`src/rtl/mux_key_pkg.sv`:
```
// Shared types and pair-slicing helpers for the mux_key lookup multiplexer.
package mux_key_pkg;

    typedef struct packed {
        logic hit;
        logic multi_hit;
    } status_t;

    function automatic int pair_len(input int key_len, input int data_len);
        return key_len + data_len;
    endfunction

    // Pair idx starts at idx*pair_len; data sits in the low bits, key above it.
    function automatic int data_lsb(input int idx, input int key_len, input int data_len);
        return idx * pair_len(key_len, data_len);
    endfunction

    function automatic int key_lsb(input int idx, input int key_len, input int data_len);
        return idx * pair_len(key_len, data_len) + data_len;
    endfunction

endpackage

```
`src/rtl/mux_key_match.sv`:
```
// Single-entry comparator: flags an exact key match and gates the entry data with it.
module mux_key_match #(
    parameter int KEY_LEN  = 1,
    parameter int DATA_LEN = 1
) (
    input  logic [KEY_LEN-1:0]  key,
    input  logic [KEY_LEN-1:0]  entry_key,
    input  logic [DATA_LEN-1:0] entry_data,
    output logic                match,
    output logic [DATA_LEN-1:0] data_gated
);

    assign match      = (entry_key == key);
    assign data_gated = entry_data & {DATA_LEN{match}};

endmodule

```
`src/rtl/mux_key.sv`:
```
// Key-lookup multiplexer with combinational result and registered out/hit/multi-hit copy.
// Optional build macro MUX_KEY_DEFAULT_EN adds default_out, driven onto out on a miss.
module mux_key
    import mux_key_pkg::*;
#(
    parameter int NR_KEY   = 2,
    parameter int KEY_LEN  = 1,
    parameter int DATA_LEN = 1
) (
    input  logic                                   clk,
    input  logic                                   rst,
    input  logic [KEY_LEN-1:0]                     key,
    input  logic [NR_KEY*(KEY_LEN+DATA_LEN)-1:0]   lut,
`ifdef MUX_KEY_DEFAULT_EN
    input  logic [DATA_LEN-1:0]                    default_out,
`endif
    output logic [DATA_LEN-1:0]                    out,
    output logic                                   hit,
    output logic [DATA_LEN-1:0]                    out_q,
    output logic                                   hit_q,
    output logic                                   multi_hit_q
);

    logic [NR_KEY-1:0]   match_vec;
    logic [DATA_LEN-1:0] gated_data [NR_KEY];
    logic [DATA_LEN-1:0] or_data;
    logic                multi_hit;

    logic [DATA_LEN-1:0] out_reg;
    status_t             status_reg;
    status_t             status_next;

    generate
        for (genvar gi = 0; gi < NR_KEY; gi++) begin : g_entry
            mux_key_match #(
                .KEY_LEN  (KEY_LEN),
                .DATA_LEN (DATA_LEN)
            ) u_match (
                .key        (key),
                .entry_key  (lut[key_lsb(gi, KEY_LEN, DATA_LEN) +: KEY_LEN]),
                .entry_data (lut[data_lsb(gi, KEY_LEN, DATA_LEN) +: DATA_LEN]),
                .match      (match_vec[gi]),
                .data_gated (gated_data[gi])
            );
        end
    endgenerate

    // multi_hit sets once a match is seen while an earlier entry already matched.
    always_comb begin
        logic seen_one;
        or_data   = '0;
        multi_hit = 1'b0;
        seen_one  = 1'b0;
        for (int i = 0; i < NR_KEY; i++) begin
            multi_hit = multi_hit | (seen_one & match_vec[i]);
            seen_one  = seen_one | match_vec[i];
            or_data   = or_data | gated_data[i];
        end
    end

    assign hit = |match_vec;

`ifdef MUX_KEY_DEFAULT_EN
    assign out = hit ? or_data : default_out;
`else
    assign out = or_data;
`endif

    always_comb begin
        status_next           = '0;
        status_next.hit       = hit;
        status_next.multi_hit = multi_hit;
    end

    always_ff @(posedge clk or posedge rst) begin
        if (rst) begin
            out_reg    <= '0;
            status_reg <= '0;
        end else begin
            out_reg    <= out;
            status_reg <= status_next;
        end
    end

    assign out_q       = out_reg;
    assign hit_q       = status_reg.hit;
    assign multi_hit_q = status_reg.multi_hit;

endmodule

```
`config.mk`:
```
export PLATFORM = sky130hd
export DESIGN_NAME = mux_key
export DESIGN_NICKNAME = d
export VERILOG_FILES = /design/src/rtl/mux_key_pkg.sv /design/src/rtl/mux_key_match.sv /design/src/rtl/mux_key.sv
export SDC_FILE = /design/constraint.sdc
export NUM_CORES = 1
export LEC_CHECK = 0
export ABC_AREA = 1
export CAP_MARGIN = 20
export CORE_AREA = 10 10 47 49
export DETAILED_ROUTE_END_ITERATION = 8
export DIE_AREA = 0 0 57 59
export GPL_ROUTABILITY_DRIVEN = 1
export SYNTH_ARGS = -nofsm -noshare
export SYNTH_HDL_FRONTEND = slang
export SYNTH_HIERARCHICAL = 1
export SYNTH_SLANG_ARGS = --single-unit
export TNS_END_PERCENT = 50
```
`constraint.sdc`:
```
create_clock -name clk -period 0.8 [get_ports clk]
set_input_delay 0.24 -clock clk [delete_from_list [all_inputs] [get_ports clk]]
set_output_delay 0.24 -clock clk [all_outputs]
set_load 0.01 [all_outputs]
```
==> results of run 1 <==
-- report_power, final --
part / internal (uW) / total (uW) / switching, uW
sequential: 165 / 167 / 1.95
combinational: 94.6 / 166 / 71.8
clock: 187 / 261 / 74.8
-- cell usage after synthesis --
library cell	number	area (sq um)
nand2_1	7	26.3
dfrtp_1	3	75.1
inv_1	14	52.6
nand2_2	2	12.5
nor2_2	2	12.5
-- sequential cells by signal, indices dropped and copies added, names as in the netlist --
| register | flops |
|---|---|
| multi_hit_q | 1 |
| hit_q | 1 |
| out_q | 1 |
-- layout make-up --
cell class / count / area share
timing repair buffer: 16 / 0.370
sequential: 3 / 0.197
multi-input combinational: 11 / 0.174
inverter: 14 / 0.138
clock buffer: 4 / 0.0689
tap: 16 / 0.0525
-- worst max-delay path: cells and delay by family --
kind	cells	cell delay, ns
buffers and inverters	4	0.45
AND/OR/NAND/NOR	2	0.10
-- metrics by stage --
step	setup slack [ns]	hold slack, ns
2_1_floorplan	-0.00665	-0.00636
3_3_place_gp	-1.09	0.417
3_5_place_dp	-1.11	0.413
4_1_cts	-0.223	0.168
5_1_grt	-0.264	0.184
6_report	-0.220	0.177
-- metal layers --
layer  part of all wire  wire length, um
met5                  0                0
met4                  0                0
met3               0.26              113
met2               0.51              221
met1               0.22               96
-- repair_timing --
| action | in CTS | in global routing |
|---|---|---|
| hold buffers | 0 | 0 |
| endpoints found under the setup margin | 8 | 6 |
| setup buffers | 2 | 1 |
| gates resized for setup | 52 | 1 |
| pin swaps | 10 | 6 |
-- worst max path at each step --
stage	start	endpoint	slack, ns	cells past startpoint
floorplan	key	hit	-0.007	6
global placement	key	out	-1.09	8
detailed placement	key	out	-1.11	8
CTS	key	out	-0.22	7
global route	lut[0]	out	-0.26	6
finish	lut[0]	out	-0.22	6
-- cells by family after synthesis --
kind of cell | Yosys count | share of synthesized area
buffers and inverters | 14 | 0.294
and+or+nand+nor | 11 | 0.287
DFF | 3 | 0.420
==> results.json, run 1 <==
{
  "fin_nets": 56,
  "avgRoutedWirePerCell_um": 6.73,
  "cts_tree": "built",
  "fin_cells": 64,
  "antenna_found_initial": 0,
  "cts_root_buf": "clkbuf_4",
  "status": "complete, but fails checks",
  "min_period_over_period": 1.27,
  "area_growth_pct": 113,
  "drtIter0Drc": 0,
  "drc": 0,
  "nFillCells": 174,
  "htreeDepth": 1,
  "pin_count": 12,
  "antenna_cells": 0,
  "vias": 205,
  "crit_path_top_delay_cell": "dlygate4sd2_1",
  "leakagePower_uw": 0.000224,
  "fin_util": 0.272,
  "p_total_uw": 595,
  "worstPathCellList": "dlygate4sd2_1 -> inv_1 -> nor2_2 -> inv_1 -> nand2_2 -> buf_6",
  "failed_checks": "setup timing",
  "dp_cells": 57,
  "powerDensity_nw_per_um2": 1560,
  "yosys_warnings": 6,
  "layout_common_cells": "8 x inv_2, 8 x nand2_2, 6 x inv_1",
  "use_met1": 0.0144,
  "finalMaxSlewViolations": 0,
  "routed_wl_um": 431,
  "end_kind": "primary output",
  "relSlewSlack": 0.927,
  "synth_cell_types": 5,
  "grt_first_pass_wirelength_um": 710,
  "timing.final.crit_period_ns": 1.02,
  "yosysSeqAreaShare": 0.420,
  "grt_pass1_vias": 215,
  "postRouteAntennaNets": 0,
  "cts_buffer_depth": 2,
  "regArea_sq_um": 75.1,
  "fp.dieArea_sq_um": 3360,
  "gp_congestion": 0.627,
  "die_w_um": 57,
  "setup_viol": 5,
  "cpPeakStageDelay_ns": 0.23,
  "grtUsageMet3": 0.0343,
  "crit_arrival_ns": 0.78,
  "ys_ff_latch": 3,
  "ir_drop_uv": 326,
  "core.rowCount": 14,
  "start_util": 0.128,
  "via_per_inst": 3.20,
  "grt_max_degree": 5,
  "setup_tns_ns": -0.837,
  "cp_common_cell": "inv_1",
  "cts.sinks": 3,
  "placed_area_sq_um": 327,
  "synth_fp_nets": 35,
  "cts_buffers": 3,
  "required_ns": 0.56,
  "hpwl_um": 348,
  "multi_input_area_sq_um": 66.3,
  "layout-drive-gt1-share": 0.708,
  "grt_util_met2": 0.0419,
  "hp-class": "in2async",
  "fin_area_sq_um": 382,
  "synthCells": 28,
  "core-area_sq_um": 1400,
  "finalHoldViolCount": 0,
  "synth.avg_cell_area_sq_um": 6.39,
  "setup_slack_ns": -0.220,
  "grt-ovfl-total": 0,
  "worstSetupPathType": "in2out",
  "clkSlewWorstSetupHoldPaths_ns": 0.04,
  "top_usage_layer": "met4",
  "critPathLaunchType": "input port",
  "rsz0062_at_grt": "yes",
  "fp.dieH_um": 59,
  "syn-cell-area_sq_um": 179,
  "io_buffers": 11,
  "worst_pin_slew_ns": 0.109,
  "maxClockFrequency_ghz": 0.981,
  "grtUsageTotal": 0.0303,
  "drtPass1Iterations": 1,
  "cp_max_fo": 2,
  "maxCapViolations": 0
}
Power figures use the tool's default switching activity.
==> inputs of run 2 (changes only) <==
CTS_CLUSTER_DIAMETER = 50   (was unset)
clock period = 1.08 ns   (was 0.8 ns; I/O delays follow)
==> run 2 against run 1 <==
Compared with the run above:
- the run still ends with setup timing left
- wire length is 25% higher
- hold slack better by 0.084 ns
- final cell count is 3.1% higher
==> results.json, run 2 (synthesized netlist as in run 1, its figures left out) <==
{
  "status": "complete, but fails checks",
  "failed_checks": "setup timing",
  "fin_util": 0.291,
  "core.rowCount": 14,
  "critPathLaunchType": "input port",
  "leakagePower_uw": 0.000238,
  "nFillCells": 169,
  "cpPeakStageDelay_ns": 0.12,
  "relSlewSlack": 0.927,
  "antenna_cells": 0,
  "p_comb_frac": 0.319,
  "crit_path_top_delay_cell": "buf_6",
  "fp.dieArea_sq_um": 3360,
  "antenna_found_initial": 0,
  "finalHoldViolCount": 0,
  "setup_viol": 3,
  "drtIter0Drc": 0,
  "regArea_sq_um": 75.1,
  "maxCapViolations": 0,
  "cp_common_cell": "nand2_2",
  "pin_count": 12,
  "grt-ovfl-total": 0,
  "grt_pass1_vias": 242,
  "worstSetupPathType": "in2out",
  "drtPass1Iterations": 1,
  "grt_max_degree": 5,
  "via_per_inst": 3.33,
  "hpwl_um": 347,
  "area_growth_pct": 128,
  "grt_util_met2": 0.0589,
  "crit_arrival_ns": 0.87,
  "worstPathCellList": "buf_8 -> inv_2 -> nand2_2 -> nand2_2 -> nor2_2 -> inv_1 -> nand2_2 -> buf_6",
  "io_buffers": 11,
  "required_ns": 0.76,
  "timing.final.crit_period_ns": 1.20,
  "min_period_over_period": 1.11,
  "hp-class": "in2async",
  "multi_input_area_sq_um": 66.3,
  "cts_root_buf": "clkbuf_4",
  "powerDensity_nw_per_um2": 1150,
  "pwr-share-clk": 0.418,
  "end_kind": "primary output",
  "use_met1": 0.0263,
  "setup_tns_ns": -0.283,
  "pwr-share-seq": 0.263,
  "rsz0062_at_grt": "yes",
  "htreeDepth": 1,
  "p_sw_uw": 121,
  "avgRoutedWirePerCell_um": 8.17,
  "cts_buffers": 3,
  "cts_buffer_depth": 2,
  "cts.sinks": 3,
  "postRouteAntennaNets": 0,
  "p_int_uw": 349,
  "grtUsageMet3": 0.0215,
  "die_w_um": 57,
  "layout_common_cells": "8 x inv_2, 8 x nand2_2, 8 x buf_6",
  "layout-drive-gt1-share": 0.740,
  "core-area_sq_um": 1400,
  "cts_hold_buf": 0,
  "top_usage_layer": "met4",
  "swShare": 0.258,
  "finalMaxSlewViolations": 0,
  "worst-path-buf-inv": 4,
  "clkSlewWorstSetupHoldPaths_ns": 0.04,
  "grt_first_pass_wirelength_um": 917,
  "critPathTopFamily": "buffers and inverters",
  "cp_max_fo": 4,
  "drc": 0,
  "vias": 220,
  "ir_drop_uv": 354,
  "maxClockFrequency_ghz": 0.836,
  "worst_pin_slew_ns": 0.109,
  "cts_tree": "built",
  "routed_wl_um": 539,
  "fp.dieH_um": 59,
  "grtUsageTotal": 0.0394,
  "gp_congestion": 0.657,
  "start_util": 0.128,
  "fin_nets": 58,
  "setup_slack_ns": -0.117
}
==> run 2: per-stage QoR <==
step	cells	cell area (sq um)	worst slack (ns)	total power (uW)	hold WS (ns)
floorplan	28	179	0.0968	166	0.0776
global placement	57	324	-0.983	232	0.501
detailed placement	57	324	-0.991	233	0.497
CTS	65	388	-0.127	465	0.253
global route	66	408	-0.162	508	0.266
finish	66	408	-0.117	470	0.261
==> run 2: what timing repair did <==
item / CTS / global route
endpoints found under the setup margin: 7 / 3
setup buffers: 4 / 1
gates resized for setup: 53 / 8
pin swaps: 9 / 8
==> run 2: layout make-up <==
| class | instances | area share |
|---|---|---|
| Multi-Input combinational cell | 11 | 0.163 |
| Inverter | 14 | 0.129 |
| Clock buffer | 4 | 0.0644 |
| Timing Repair Buffer | 18 | 0.411 |
| Sequential cell | 3 | 0.184 |
| Tap cell | 16 | 0.0491 |
==> run 2: per-layer routing <==
metal,vias up,routed length (um)
met2,10,302
li1,114,-
met4,0,16
met5,-,0
met1,94,157
met3,2,62
==> run 2: worst paths after layout <==
kind                       from           to  slack [ns]  cells after the start
worst max-delay path        key          out       -0.12                      8
worst min-delay path        rst        hit_q        0.26                      2
max in group asynchronous   rst        out_q        0.69                      2
min in group clk            key  multi_hit_q        0.45                      6
==> run 2: power groups by stage <==
stage	clock (uW)	sequential (uW)	combinational, uW
after detailed placement	0	126	108
after CTS	209	124	132
after global placement	0	126	107
final	196	124	150
after floorplan	0	131	34.9
after global routing	219	126	163
==> inputs of run 3 (changes only) <==
SKIP_CTS_REPAIR_TIMING = 1   (was unset)
SYNTH_HIERARCHICAL = unset   (was 1)
==> run 3 against run 2 <==
Compared with the run above:
- the flow still finishes with violations (setup timing)
- worst setup slack gained 0.093 ns
- die area unchanged
- utilization down 1.6 points
- sequential share of layout area is 1.1 points higher
- global-route usage is 1.3 points lower
- synthesized cell count shrank 36%
- sequential cell count unchanged
- total power fell by 5.1%
- hold slack better by 0.0028 ns
- wire length decreased by 13%
- first-iteration DRC count unchanged
- clock-buffer cell count stayed put
- critical path type unchanged
- largest cell class unchanged
- highest routed layer is now met3
==> results.json, run 3 <==
{
  "status": "complete, but fails checks",
  "failed_checks": "setup timing",
  "core.rowCount": 14,
  "cts_tree": "built",
  "yosysSeqAreaShare": 0.522,
  "ys.flop_type": "dfrtp_1",
  "maxClockFrequency_ghz": 0.906,
  "required_ns": 0.76,
  "hp-class": "in2async",
  "synthCells": 18,
  "core-area_sq_um": 1400,
  "cpPeakStageDelay_ns": 0.12,
  "fin_util": 0.275,
  "setup_slack_ns": -0.0236,
  "postRouteAntennaNets": 0,
  "start_util": 0.103,
  "worst_pin_slew_ns": 0.108,
  "synth_edf_count": 0,
  "cp_common_cell": "nand2_2",
  "finalMaxSlewViolations": 0,
  "gp_congestion": 0.606,
  "clkSlewWorstSetupHoldPaths_ns": 0.04,
  "min_period_over_period": 1.02,
  "synth_fp_nets": 25,
  "cts_root_buf": "clkbuf_4",
  "cts_buffers": 3,
  "antenna_found_initial": 0,
  "worstPathCellList": "buf_8 -> inv_6 -> nand2_2 -> nand2_2 -> nand2_2 -> buf_6",
  "synth_top_area_share": 0.522,
  "end_kind": "primary output",
  "fin_cells": 56,
  "fp.dieArea_sq_um": 3360,
  "p_total_uw": 446,
  "area_growth_pct": 168,
  "io_buffers": 11,
  "via_per_inst": 3.14,
  "die_w_um": 57,
  "synthArstFlopShare": 1.00,
  "grt_first_pass_wirelength_um": 614,
  "powerDensity_nw_per_um2": 1160,
  "antenna_cells": 0,
  "drc": 0,
  "layout_common_cells": "7 x nand2_2, 7 x buf_4, 4 x buf_6",
  "yosysTopAreaCell": "dfrtp_1",
  "syn-cell-area_sq_um": 144,
  "fp.dieH_um": 59,
  "cp_max_fo": 3,
  "leakagePower_uw": 0.000215,
  "synth_area_leaders": "dfrtp_1 52%, nand2_1 13%, nand2_2 13%",
  "yosys_warnings": 0,
  "ys_ff_latch": 3,
  "relSlewSlack": 0.928,
  "fin_nets": 48,
  "routed_wl_um": 470,
  "htreeDepth": 1,
  "vias": 176,
  "crit_arrival_ns": 0.78,
  "timing.final.crit_period_ns": 1.10,
  "rsz0062_at_grt": "yes",
  "maxCapViolations": 0,
  "grt-ovfl-total": 0,
  "avgRoutedWirePerCell_um": 8.39,
  "setup_viol": 2,
  "cts_buffer_depth": 2,
  "finalHoldViolCount": 0,
  "grtUsageTotal": 0.0269,
  "crit_path_top_delay_cell": "buf_6",
  "drtPass1Iterations": 1,
  "synthMostInstantiatedCell": "nand2_1",
  "synth_cell_types": 7,
  "ir_drop_uv": 258,
  "pin_count": 12,
  "grt_max_degree": 4,
  "worstSetupPathType": "in2out",
  "ys_top_cells_by_count": "5 x nand2_1, 3 x dfrtp_1, 3 x inv_1, 3 x nand2_2, 2 x nand3_1",
  "grt_pass1_vias": 161,
  "synth.avg_cell_area_sq_um": 7.99,
  "cts.sinks": 3,
  "layout-drive-gt1-share": 0.800,
  "drtIter0Drc": 0,
  "critPathLaunchType": "input port",
  "setup_tns_ns": -0.0409,
  "dp_cells": 49
}
[run 3: routing by layer]
layer / track usage / vias up / wire length, um
met4: 0.0403 / 0 / 0
met1: 0.0215 / 70 / 140
met5: 0 / - / 0
li1: - / 95 / -
met2: 0.0310 / 11 / 246
met3: 0.0258 / 0 / 83
[run 3: report_power, final]
part	internal [uW]	switching (uW)	total, uW
sequential	122	1.90	124
combinational	76.4	52.0	128
clock	138	55.0	193
[run 3: worst paths after layout]
path,start,end,slack (ns),cells after the start
max,key,hit,-0.02,6
max in group asynchronous,rst,out_q,0.69,2
min,rst,hit_q,0.26,2
min in group clk,lut[3],multi_hit_q,0.45,5
[run 3: logic make-up after synthesis]
kind of cell           Yosys count  synth area share
buffers and inverters            4             0.104
and+or+nand+nor                 11             0.374
DFF                              3             0.522
[run 3: area by class of cell]
| cell class | count | area, sq um |
|---|---|---|
| fillers | 172 | 1020 |
| well taps | 16 | 20.0 |
| multi-input cells | 11 | 81.3 |
| inverters | 4 | 20.0 |
| clock buffers | 4 | 26.3 |
| flip-flops and latches | 3 | 75.1 |
| repair buffers | 18 | 163 |
[run 3: metrics by stage]
stage               worst slack (ns)  hold WS [ns]  instance area (sq um)
floorplan                      0.157        0.0776                    144
global placement              -0.908         0.500                    304
detailed placement            -0.917         0.499                    304
CTS                           -0.917         0.255                    330
global route                 -0.0554         0.269                    385
finish                       -0.0236         0.264                    385
[run 3: critical path: cells and delay by family]
family,cells,cell delay [ns]
buffers and inverters,3,0.28
AND/OR/NAND/NOR,3,0.18
